==> src/rtl/score_keeper_if.sv <==
// Signal bundle between the ball mover / score renderer side (master) and score_keeper (slave).
interface score_keeper_if;
    logic [11:0] ball_center_col;
    logic        start;
    logic [3:0]  l_score;
    logic [3:0]  r_score;
    logic        ball_hold;
    logic        serve;
    logic        game_over;
    logic        winner;

    modport master (
        output ball_center_col, start,
        input  l_score, r_score, ball_hold, serve, game_over, winner
    );

    modport slave (
        input  ball_center_col, start,
        output l_score, r_score, ball_hold, serve, game_over, winner
    );
endinterface

==> src/rtl/score_keeper.sv <==
// Pong game-flow and scoring controller: miss detection, serve delay, idle/play/over sequencing.
// Define SCORE_KEEPER_WIN_EN to end the game at WIN_SCORE; otherwise scores wrap 9->0 forever.
module score_keeper #(
    parameter int unsigned DISP_COLS   = 800,
    parameter int unsigned B_WIDTH     = 6,
    parameter int unsigned L_GOAL_COL  = 2,
    parameter int unsigned R_GOAL_COL  = DISP_COLS - 3,
    parameter int unsigned WIN_SCORE   = 7,
    parameter logic [23:0] SERVE_DELAY = 24'd5_000_000
) (
    input logic              clk,
    input logic              rst_n,
    score_keeper_if.slave    sk
);

`ifdef SCORE_KEEPER_WIN_EN
    localparam bit WinEn = 1'b1;
`else
    localparam bit WinEn = 1'b0;
`endif

    localparam logic [12:0] LeftLim  = 13'(L_GOAL_COL + B_WIDTH / 2);
    localparam logic [12:0] HalfW    = 13'(B_WIDTH / 2);
    localparam logic [12:0] RightLim = 13'(R_GOAL_COL);
    localparam logic [3:0]  WinVal   = 4'(WIN_SCORE);

    typedef enum logic [1:0] {StIdle, StPlay, StScored, StOver} state_e;

    state_e      state_q, state_d;
    logic [23:0] cnt_q, cnt_d;
    logic [3:0]  l_q, l_d, r_q, r_d;
    logic        hold_q, hold_d;
    logic        serve_q, serve_d;
    logic        over_q, over_d;
    logic        winner_q, winner_d;
    logic        start_q;

    logic [12:0] col13;
    logic        press, left_miss, right_miss, win_hit;

    function automatic logic [3:0] inc_wrap(input logic [3:0] s);
        return (s == 4'd9) ? 4'd0 : s + 4'd1;
    endfunction

    // Widened compare, additions only: no wrap near column 0.
    assign col13      = {1'b0, sk.ball_center_col};
    assign left_miss  = col13 <= LeftLim;
    assign right_miss = (col13 + HalfW) >= RightLim;
    assign press      = sk.start & ~start_q;
    assign win_hit    = WinEn && ((l_q == WinVal) || (r_q == WinVal));

    always_comb begin
        state_d  = state_q;
        cnt_d    = cnt_q;
        l_d      = l_q;
        r_d      = r_q;
        hold_d   = hold_q;
        serve_d  = 1'b0;
        over_d   = over_q;
        winner_d = winner_q;
        unique case (state_q)
            StIdle: begin
                if (press) begin
                    l_d     = 4'd0;
                    r_d     = 4'd0;
                    cnt_d   = 24'd0;
                    hold_d  = 1'b1;
                    state_d = StScored;
                end
            end
            StPlay: begin
                // Skip the serve cycle so the mover can recentre before the next check.
                if (!serve_q) begin
                    if (left_miss) begin
                        r_d     = inc_wrap(r_q);
                        cnt_d   = 24'd0;
                        hold_d  = 1'b1;
                        state_d = StScored;
                    end else if (right_miss) begin
                        l_d     = inc_wrap(l_q);
                        cnt_d   = 24'd0;
                        hold_d  = 1'b1;
                        state_d = StScored;
                    end
                end
            end
            StScored: begin
                if (cnt_q == SERVE_DELAY - 24'd1) begin
                    cnt_d = 24'd0;
                    if (win_hit) begin
                        over_d   = 1'b1;
                        winner_d = (r_q == WinVal);
                        state_d  = StOver;
                    end else begin
                        serve_d = 1'b1;
                        hold_d  = 1'b0;
                        state_d = StPlay;
                    end
                end else begin
                    cnt_d = cnt_q + 24'd1;
                end
            end
            StOver: begin
                if (press) begin
                    over_d   = 1'b0;
                    winner_d = 1'b0;
                    state_d  = StIdle;
                end
            end
            default: state_d = StIdle;
        endcase
    end

    always_ff @(posedge clk or negedge rst_n) begin
        if (!rst_n) begin
            state_q  <= StIdle;
            cnt_q    <= 24'd0;
            l_q      <= 4'd0;
            r_q      <= 4'd0;
            hold_q   <= 1'b1;
            serve_q  <= 1'b0;
            over_q   <= 1'b0;
            winner_q <= 1'b0;
            start_q  <= 1'b0;
        end else begin
            state_q  <= state_d;
            cnt_q    <= cnt_d;
            l_q      <= l_d;
            r_q      <= r_d;
            hold_q   <= hold_d;
            serve_q  <= serve_d;
            over_q   <= over_d;
            winner_q <= winner_d;
            start_q  <= sk.start;
        end
    end

    assign sk.l_score   = l_q;
    assign sk.r_score   = r_q;
    assign sk.ball_hold = hold_q;
    assign sk.serve     = serve_q;
    assign sk.game_over = over_q;
    assign sk.winner    = winner_q;

endmodule
==> src/flat_wrapper.sv <==
// flat-port wrapper written by rule: the top's interface ports become plain ports
module score_keeper_flat 
#(
    parameter int unsigned DISP_COLS   = 800,
    parameter int unsigned B_WIDTH     = 6,
    parameter int unsigned L_GOAL_COL  = 2,
    parameter int unsigned R_GOAL_COL  = DISP_COLS - 3,
    parameter int unsigned WIN_SCORE   = 7,
    parameter logic [23:0] SERVE_DELAY = 24'd5_000_000
)
  (clk, rst_n, sk_ball_center_col, sk_start, sk_l_score, sk_r_score, sk_ball_hold, sk_serve, sk_game_over, sk_winner);
  score_keeper_if sk_i ();
  input logic clk;
  input logic rst_n;
  input wire logic [$bits(sk_i.ball_center_col)-1:0] sk_ball_center_col;
  input wire logic [$bits(sk_i.start)-1:0] sk_start;
  output wire logic [$bits(sk_i.l_score)-1:0] sk_l_score;
  output wire logic [$bits(sk_i.r_score)-1:0] sk_r_score;
  output wire logic [$bits(sk_i.ball_hold)-1:0] sk_ball_hold;
  output wire logic [$bits(sk_i.serve)-1:0] sk_serve;
  output wire logic [$bits(sk_i.game_over)-1:0] sk_game_over;
  output wire logic [$bits(sk_i.winner)-1:0] sk_winner;
  assign sk_i.ball_center_col = sk_ball_center_col;
  assign sk_i.start = sk_start;
  assign sk_l_score = sk_i.l_score;
  assign sk_r_score = sk_i.r_score;
  assign sk_ball_hold = sk_i.ball_hold;
  assign sk_serve = sk_i.serve;
  assign sk_game_over = sk_i.game_over;
  assign sk_winner = sk_i.winner;
  score_keeper #(.DISP_COLS(DISP_COLS), .B_WIDTH(B_WIDTH), .L_GOAL_COL(L_GOAL_COL), .R_GOAL_COL(R_GOAL_COL), .WIN_SCORE(WIN_SCORE), .SERVE_DELAY(SERVE_DELAY)) u_core (.clk(clk), .rst_n(rst_n), .sk(sk_i));
endmodule
==> config.mk <==
export PLATFORM = sky130hd
export DESIGN_NAME = score_keeper_flat
export DESIGN_NICKNAME = d
export VERILOG_FILES = /design/src/rtl/score_keeper_if.sv /design/src/rtl/score_keeper.sv /design/src/flat_wrapper.sv
export SDC_FILE = /design/constraint.sdc
export NUM_CORES = 1
export LEC_CHECK = 0
export ABC_AREA = 1
export CAP_MARGIN = 10
export CELL_PAD_IN_SITES_DETAIL_PLACEMENT = 1
export CELL_PAD_IN_SITES_GLOBAL_PLACEMENT = 2
export CORE_MARGIN = 8
export CORE_UTILIZATION = 29
export DETAILED_ROUTE_END_ITERATION = 16
export GPL_TIMING_DRIVEN = 0
export MAX_ROUTING_LAYER = met4
export PLACE_DENSITY = 0.83
export RECOVER_POWER = 25
export SETUP_SLACK_MARGIN = 0.15
export SKIP_LAST_GASP = 1
export SLEW_MARGIN = 0
export SYNTH_ARGS = -nofsm -noshare
export SYNTH_HDL_FRONTEND = slang
export SYNTH_SLANG_ARGS = --single-unit
export TNS_END_PERCENT = 30
==> constraint.sdc <==
create_clock -name clk -period 1.45 [get_ports clk]
set_input_delay 0.2175 -clock clk [delete_from_list [all_inputs] [get_ports clk]]
set_output_delay 0.2175 -clock clk [all_outputs]
set_load 0.005 [all_outputs]
==> impl_summary.txt <==
----------------------------------------------------
[Synthesis]
  Mapped Area ... 2620 um2
  Count of unique library cells instantiated by Yosys ... 34
  Adder and majority gate portion of the synthesized area ... 3.82%
  Seq cells post-synth ... 37
  Xor/xnor cell area share of the yosys netlist ... around 5%
  Yosys warning count ... 0
  Dominant combinational cell family by area after synthesis ... simple AND/OR/NAND/NOR gates
  Mean cell area of the mapped netlist ... 6.92 um2
  Multiplexer fraction of the synthesized cell area ... 0.382%
  Simple-gate share of the synthesized area ... roughly 40%
  Synthesized netlist cell count ... 378
  Synth Area in Compound Gates ... 6.64%
  Sequential cell area fraction in the yosys report ... 35.4%

[Global route]
  First-pass GRT wire length ... 13800 um
  Vias in the first global route ... 2832
  Pin count of the biggest net entering global routing ... 38
  Aggregate global-route resource usage ... 13.6%
  Grt total ovfl ... 0
  Antenna violations before repair ... 0

[STA]
  Min setup slack post-route ... -0.122 ns
  Max Clock Skew ... between 0.008 and 0.009 ns
  Worst-case hold slack ... 0.0832 ns
  Tightest Pin Transition ... 1.01 ns
  Min cycle time layout ... 1.57 ns
  Final period utilization ... 108%
  Worst-case headroom to the max-slew limit ... 32.6%
  RSZ-0062 raised after global routing ... yes
  Highest clock rate ... 636 MHz
  Number of endpoints with negative hold slack in the final report ... 0
  Setup-failing EPs final ... 39
  Final Slew Violations ... 0

[Worst setup path]
  Reg-to-reg endpoint ... u_core.cnt_q[15]
  Max incr delay on CP ... between 0.4 and 0.5 ns
  Cell with the largest stage delay on the worst path ... sky130_fd_sc_hd__dfrtp_2
  Worst-path fanout max ... 7
  Critical register-to-register path startpoint ... u_core.state_q[1]
  R2r setup slk ... -0.12 ns
  Worst reg2reg path depth ... 10
  Start point of the critical path ... u_core.state_q[1]
  Crit. End Element ... register
  Element type at the critical path start ... register
  Capturing instance or port of the critical path ... u_core.cnt_q[15]
  Required time reported for the critical path endpoint ... 1.67 ns
  List of cells traversed by the critical path ... nor2_4, inv_2, nor2_1, nand2_1, a21oi_2, nand3_4, nand2_8, buf_8, nand2_2, o21ai_1
  Data arrival time of the worst path ... 1.79 ns
  Setup CP Type ... reg2reg

[Placement]
  Gp weighted congestion ... 0.840
  Sum of net half-perimeters after detailed placement ... 5740 um
  Buffers on Ports ... 24

[Power and ir drop]
  Net Sw Power ... 1.98 mW
  Part of the total power dissipated in combinational logic ... 46.9%
  Power share of the sequential group ... 33.9%
  Maximum vdd ir drop ... 0.000498 V
  Power density over cell area ... 1300 nW/um2
  Overall power after layout ... ~4.8 mW
  Power share of the clock group ... about a fifth
  Static power due to leakage ... ~1.6 nW
  Net switching share of the total power ... 41.4%
  Internal cell power ... 2.80 mW

[CTS]
  CTS clk-pin slew, worst paths ... 0.08 ns
  Max clock buf depth ... 2
  Num CTS Buffers ... 5
  Max H-tree Level ... 2
  Cts-stage hold buffer count ... 0
  Cell chosen for the clock root ... sky130_fd_sc_hd__clkbuf_8
  Clk_lat worst skew ... about 0.29 ns
  CTS tree ... done
  CTS sink cnt ... 37

[Floorplanning]
  Die area ... 12300 um2
  Effective utilization at floorplan ... 30.0%
  Floorplan row count ... 34
  Die width ... between 100 and 150 um
  Core Region ... 8720 um2
  Number of top-level pins ... 27
  Die extent in y ... 111 um

[Routing]
  Number of vias per cell ... 4.90
  Number of nets still failing antenna checks after routing ... 0
  Wire length per cell after detailed routing ... 15.0 um
  Number of detailed-routing iterations run before antenna repair ... 4
  Initial DRC Count ... 80
  Remaining routing DRC violations ... 0
  Overall routed net length ... 8300 um
  Routed vias ... 2706

[Status]
  Violations in the final reports ... negative setup slack
  Outcome ... complete, but fails checks

[Cells and area]
  Final-layout fill cell count ... 1092
  Net count, final ... 466
  Area growth from synthesis to layout ... 41.0%
  Number of antenna cells inserted ... 0
  Most common cell after layout, fill and taps aside ... sky130_fd_sc_hd__nand2_1
  Fraction of layout instances using a drive strength above 1 ... ~33%
  Area taken by flip-flops and latches ... 943 um2
  Area of combinational cells with multiple inputs ... 1760 um2
  Commonest non-fill, non-tap cells in the layout ... sky130_fd_sc_hd__nand2_1, sky130_fd_sc_hd__inv_1, sky130_fd_sc_hd__buf_4

[Flow run]
  Max cap viols ... 0

[Min path]
  HP Class ... in2async

----------------------------------------------------
==> layer usage <==
layer | part of all wire [%] | global-route usage [%] | wire length, um | vias to the layer above
li1 | - | - | - | 1345
met1 | 44 | 15.9 | 3690 | 1324
met2 | 52 | 23.6 | 4340 | 31
met3 | 2.7 | 2.44 | 224 | 6
met4 | 0.53 | 2.88 | 44 | 0
met5 | 0 | - | 0 | -
==> through the flow <==
stage          cells  worst slack [ns]  instance area (um2)  util [%]  TNS (ns)
6_report         552            -0.122                 3690      42.3     -3.39
5_1_grt          552            -0.239                 3690      42.3     -7.64
4_1_cts          539            -0.154                 3430      39.3     -3.30
3_5_place_dp     511            -0.948                 3030      34.7    -30.29
3_3_place_gp     511            -0.875                 3030      34.7    -58.97
2_1_floorplan    379           -0.0107                 2660         -   -0.0107
==> area by class of cell <==
type	count	share of cell area, %
buffer	4	1.22
clock buffer	6	1.97
clock inverter	2	0.949
inverter	49	5.32
multi-input combinational	289	47.7
sequential	37	25.6
tap	108	3.66
timing repair buffer	57	13.6
==> synthesized netlist by cell type, drive strengths merged <==
cell type / number / area share, %
o22ai: 1 / 0.24
a21oi: 3 / 0.72
nand3b: 5 / 1.4
and3: 1 / 0.24
nand4: 9 / 2.2
dfrtp: 36 / 34
dfstp: 1 / 1.0
xor2: 10 / 3.3
inv: 49 / 7.0
xnor2: 5 / 1.7
nor2: 37 / 6.0
nor3b: 3 / 0.86
buf: 4 / 1.4
conb: 1 / 0.14
ha: 8 / 3.8
nor3: 14 / 2.9
or2: 4 / 0.96
nand3: 30 / 6.1
nand2: 120 / 18
o21ai: 26 / 5.0
o21a: 1 / 0.29
a21boi: 1 / 0.43
nor4: 8 / 1.9
mux2i: 1 / 0.38
==> registers in the layout (all words and copies together) (netlist names) <==
signal	count
u_core.sk.r_score	4
u_core.sk.ball_hold	1
u_core.sk.l_score	4
u_core.state_q	2
u_core.sk.serve	1
u_core.cnt_q	24
u_core.start_q	1
==> critical path: cells and delay by family (launching register included) <==
family	cells	cell delay, ns
DFF	1	0.44
and+or+nand+nor	6	0.61
AOI/OAI and AO/OA	2	0.24
buffers and inverters	2	0.19
==> timing repair <==
item | CTS | global route
setup buffers | 19 | 12
setup endpoints to repair | 46 | 46
gates cloned | 1 | 1
gates resized for setup | 67 | 54
pin swaps | 15 | 22
==> worst min path at each step <==
| stage | to | slack (ns) | start |
|---|---|---|---|
| after floorplan | u_core.cnt_q[0] | -0.08 | rst_n |
| after global placement | u_core.sk.ball_hold | 0.46 | u_core.sk.ball_hold |
| after detailed placement | u_core.sk.r_score[0] | 0.40 | rst_n |
| after CTS | u_core.sk.r_score[0] | 0.08 | rst_n |
| after global routing | u_core.sk.r_score[0] | 0.15 | rst_n |
| final | u_core.sk.r_score[0] | 0.08 | rst_n |
==> cells by family after synthesis <==
group	count (synthesis)
DFF	37
other	1
adders and majority gates	8
xor gates and xnor gates	15
AOI/OAI and AO/OA	32
and+or+nand+nor	231
muxes	1
buffers and inverters	53
==> power by group through the flow <==
stage / registers (mW) / clock network, mW / logic, mW
floorplan: 1.52 / 0 / 0.950
global placement: 1.59 / 0 / 1.37
detailed placement: 1.60 / 0 / 1.42
CTS: 1.60 / 0.933 / 1.88
global route: 1.66 / 0.972 / 2.45
finish: 1.62 / 0.917 / 2.24
No activity file was read; power rests on OpenSTA's default activity.
==> edit 1, RTL diff (same flow settings) <==
Make the reset (`rst_n`) synchronous in one clocked block.
--- a/src/rtl/score_keeper.sv
+++ b/src/rtl/score_keeper.sv
@@ -111,7 +111,7 @@
         endcase
     end
 
-    always_ff @(posedge clk or negedge rst_n) begin
+    always_ff @(posedge clk) begin
         if (!rst_n) begin
             state_q  <= StIdle;
             cnt_q    <= 24'd0;
Check against the original RTL: no difference found for any inputs over 10 cycles, from zero or initial values and one cycle with rst_n low; that may be too few to reach the edited logic, so the function may still have changed.
==> edit 1 against the unedited design <==
The flow still finishes with violations (negative setup slack). Total power fell by 27%. Sequential cell count did not move. Largest power group unchanged. Sequential power fell by 31%. Combinational power fell by 35%. Wire length rose by 14%. Area after synthesis rose by 3.6%. Cell area rose by 14%. Clock skew rose by 0.00090 ns. Setup slack got worse by 0.051 ns. Critical path depth fell by 2. First-iteration DRC count rose by 65%.
==> edit 1: results (changes against the unedited design) <==
================================================================================
Length of routed met3 wiring ......................................  320 microns   +43%
Worst-case setup slack after placement ............................     -1.12 ns   -0.167 ns
Cell depth of the worst flop-to-flop path .........................            8   -2
Avg Inst Size Synth ...............................................   6.65 sq um   -4.0%
Final count of negative-setup-slack endpoints .....................           36   -7.7%
Total routing resource utilization after global routing ...........        0.152   +0.0162
Number of vias after detailed routing .............................         2948   +8.9%
Share of the yosys chip area belonging to registers ...............        0.273   -0.0810
Nets ..............................................................          499   +7.1%
Worst setup skew after layout .....................................   0.00963 ns   +0.000896 ns
Iteration-0 DRC count of the detailed router ......................          132   +65%
Power of the combinational group ..................................      1.45 mW   -35%
Startpoint of the lowest-slack register-to-register path .......... u_core.cnt_q[2]
Length of routed met2 wiring ...................................... 5020 microns   +16%
Share of layout cells above drive strength 1 ......................        0.484   +0.158
Largest cells by area after synthesis ............................. dfxtp_1 27%, nand2_1 14%, a21oi_2 6.8%
Cell area after placement .........................................   3190 sq um   +5.5%
Hold WC Path Type ................................................. input port to flip-flop
Routed length per placed instance ................................. 16.1 microns   +7.0%
Failing checks .................................................... negative setup slack
PwrDens ...........................................................  837 nW/um^2   -35%
Slowest stage cell on the critical path ...........................      dfxtp_4
Worst Max-Slew Pin Slew ...........................................     0.788 ns   -0.223 ns
Clock tree root buffer cell .......................................     clkbuf_8
Number of filler instances in the final layout ....................         1104   +1.1%
Cell accounting for the most synthesized area .....................      dfxtp_1
Routed metal-1 wire length ........................................ 4010 microns   +8.9%
Worst r2r dst ..................................................... u_core.cnt_q[17]
Number of flip-flops in the largest register ......................           24   unchanged
Latest clock arrival within the worst-skew pair ...................      0.31 ns   +0.02 ns
Maximum count of clock buffers along a single path ................            2   unchanged
Worst endpoint data arrival time ..................................      1.86 ns   +0.07 ns
Switching component of the power ..................................      1.28 mW   -36%
Final sum of negative setup slack .................................     -3.30 ns   +0.0900 ns
Routed wire length ................................................ 9460 microns   +14%
Clock network power ...............................................       951 uW   +3.7%
Largest fanout of any net on the critical path ....................            3   -4
Final weighted congestion in routability-driven placement .........        0.844   +0.55%
Crit path largest cell delay ......................................      0.38 ns   -0.06 ns
PnR worst setup slack .............................................    -0.173 ns   -0.0510 ns
Placed cell count .................................................          544   +6.5%
Leakage ...........................................................      1.71 nW   +5.4%
Final HPWL from detailed placement ................................ 6370 microns   +11%
Maximum vdd ir drop ...............................................     0.332 mV   -33%
Worst Setup EP .................................................... u_core.cnt_q[17]
Run status ........................................................ finished, violations left
Share of synthesized flip-flops with an asynchronous set or reset .            0   -1.00
Wire length of the first global-routing pass ...................... 15400 microns   +11%
Largest net degree at the start of global routing .................           14   -63%
Synth top cells by count .......................................... 99 x nand2_1, 42 x nor2_1, 39 x inv_1
================================================================================
## edit 1: changes by cell type after synthesis, sizes merged, moves of 12 or more
cell and delta:
a21oi +34, o21ai -19, dfxtp +37, nor2 +12, dfrtp -36
## edit 1: per-stage QoR
stage | power (mW) | hold slack (ns)
after global routing | 3.69 | 0.491
final | 3.51 | 0.460
after detailed placement | 2.03 | 0.478
after global placement | 2.01 | 0.440
after CTS | 3.38 | 0.455
after floorplan | 1.73 | 0.311
## edit 1: metal layers
metal  vias up  GRT usage
met2        29      0.276
met5         -          -
met4         0     0.0315
li1       1467          -
met1      1440      0.170
met3        12     0.0282
## edit 1: cells by family (layout without fill, tap and decap cells)
logic type               Yosys count  after routing  synth area share
XOR/XNOR                           9              9            0.0291
buffers and inverters             54            122            0.0895
AO/OA/AOI/OAI                     48             48             0.121
other                              1              2           0.00138
flip-flops                        37             37             0.273
AND/OR/NAND/NOR                  251            251             0.449
adder cells (fa/ha/maj)            8              8            0.0369
## edit 1: what timing repair did
action                     CTS  global route
gates cloned                 2             0
hold buffers                 0             0
pin swaps                   20            34
resized for setup          134            68
buffers inserted            23            11
setup endpoints to repair   46            46
## edit 1: worst min-delay path by stage
stage,slack (ns),to
floorplan,0.31,u_core.start_q
global placement,0.44,u_core.sk.ball_hold
detailed placement,0.48,u_core.sk.ball_hold
CTS,0.45,u_core.start_q
global route,0.49,u_core.start_q
finish,0.46,u_core.start_q
## edit 1: area by class of cell
| cell class | instances | area share |
|---|---|---|
| Tap cell | 111 | 0.0331 |
| Inverter | 46 | 0.0511 |
| Clock inverter | 3 | 0.0110 |
| Multi-Input combinational cell | 318 | 0.535 |
| Timing Repair Buffer | 60 | 0.144 |
| Buffer | 8 | 0.0170 |
| Clock buffer | 5 | 0.0164 |
| Sequential cell | 37 | 0.193 |
==> edit 2, RTL diff (same settings) <==
Without the edit above. The option `SCORE_KEEPER_WIN_EN` is turned on by a define.
--- a/src/rtl/score_keeper.sv
+++ b/src/rtl/score_keeper.sv
@@ -1,5 +1,7 @@
 // Pong game-flow and scoring controller: miss detection, serve delay, idle/play/over sequencing.
 // Define SCORE_KEEPER_WIN_EN to end the game at WIN_SCORE; otherwise scores wrap 9->0 forever.
+`define SCORE_KEEPER_WIN_EN
+
 module score_keeper #(
     parameter int unsigned DISP_COLS   = 800,
     parameter int unsigned B_WIDTH     = 6,
Formal check against the unedited RTL: no difference found for any inputs over 10 cycles, from zero or initial values and one cycle with rst_n low; that may be too few to reach the edited logic, so the function may still have changed.
==> edit 2 against the unedited design <==
Setup slack worse by 0.29 ns. The run still ends with negative setup slack left. Wire length up 9.4%. Sequential share of layout area down 1.0 points. Critical endpoint is now u_core.cnt_q[18]. Cell area up 8.4%. Sequential cell count up 2. Area after synthesis up 5.0%. Worst hold slack better by 0.40 ns.
Power is not compared: it rests on default switching activity, and its combinational part moved more than twofold at a synthesized area within 25%.
==> edit 2: results (changes against the unedited design) <==
========================================================================
Final sum of negative setup slack .........................     -9.66 ns   -6.27 ns
Share of the yosys chip area belonging to registers .......        0.355   +0.00128
Final weighted congestion in routability-driven placement .        0.829   -1.3%
Hold WC Path Type ......................................... flip-flop to flip-flop
Placed cell count .........................................          555   +8.6%
Crit path largest cell delay ..............................      0.46 ns   +0.02 ns
Worst r2r dst ............................................. u_core.cnt_q[18]
Iteration-0 DRC count of the detailed router ..............          126   +57%
Largest net degree at the start of global routing .........           30   -21%
Hold WS ...................................................     0.479 ns   +0.396 ns
Wire length of the first global-routing pass .............. 14600 microns   +5.5%
Final count of negative-setup-slack endpoints .............           40   +2.6%
Number of filler instances in the final layout ............         1121   +2.7%
Largest fanout of any net on the critical path ............            5   -2
Via count of the first global-routing pass ................         2961   +4.6%
Run status ................................................ finished, violations left
Synth top cells by count .................................. 116 x nand2_1, 53 x inv_1, 38 x dfrtp_1, 38 x nand3_1, 31 x nor2_1
Startpoint of the lowest-slack register-to-register path .. u_core.cnt_q[6]
Cell depth of the worst flop-to-flop path .................            9   -1
Failing checks ............................................ negative setup slack
Total routing resource utilization after global routing ...        0.143   +0.00723
Largest cells by area after synthesis ..................... dfrtp_1 35%, nand2_1 16%, inv_1 7.2%
Final HPWL from detailed placement ........................ 6120 microns   +6.5%
PnR worst setup slack .....................................    -0.416 ns   -0.294 ns
Number of hold-repair buffers added at the cts stage ......            1   +1
Nets ......................................................          499   +7.1%
Avg Inst Size Synth .......................................   6.89 sq um   -0.51%
Worst-case setup slack after placement ....................     -1.03 ns   -0.0814 ns
========================================================================
==> edit 2: cell types whose count changed after synthesis, sizes merged, moves of 3 or more <==
cell / unedited run / this run
inv: 49 / 60
nand3: 30 / 40
nand3b: 5 / 0
nand4: 9 / 13
xnor2: 5 / 1
nand2: 120 / 117
o21ai: 26 / 23
==> edit 2: cells by family (layout without fill, tap and decap cells) <==
kind of cell / after synthesis / in the layout / share of synthesized area
AOI/OAI and AO/OA: 35 / 35 / 0.0724
DFF: 39 / 39 / 0.355
muxes: 1 / 1 / 0.00364
adders and majority gates: 8 / 8 / 0.0364
xor gates and xnor gates: 11 / 11 / 0.0350
buffers and inverters: 66 / 144 / 0.0969
and+or+nand+nor: 239 / 239 / 0.400
==> edit 2: area by class of cell <==
class	count	area, sq um	share of cell area
clock inverter	2	35.0	0.00876
inverter	61	260	0.0650
sequential	39	982	0.245
multi-input combinational	294	1750	0.438
timing repair buffer	70	671	0.168
buffer	5	57.6	0.0144
clock buffer	6	82.6	0.0206
tap	129	161	0.0403
==> edit 2: layer usage <==
metal | vias to the layer above | share of wire | GRT usage
met2 | 37 | 0.52 | 0.248
met4 | 0 | 0.010 | 0.0302
li1 | 1437 | - | -
met1 | 1391 | 0.44 | 0.170
met5 | - | 0 | -
met3 | 9 | 0.033 | 0.0256
==> edit 2: power by group <==
| group | switching [mW] | total, mW | leakage, nW | internal [mW] |
|---|---|---|---|---|
| clock | 0.411 | 0.968 | 0.0612 | 0.557 |
| combinational | 0.104 | 0.174 | 1.39 | 0.0696 |
| sequential | 0.000579 | 1.09 | 0.489 | 1.09 |
| total | 0.515 | 2.23 | 1.94 | 1.71 |
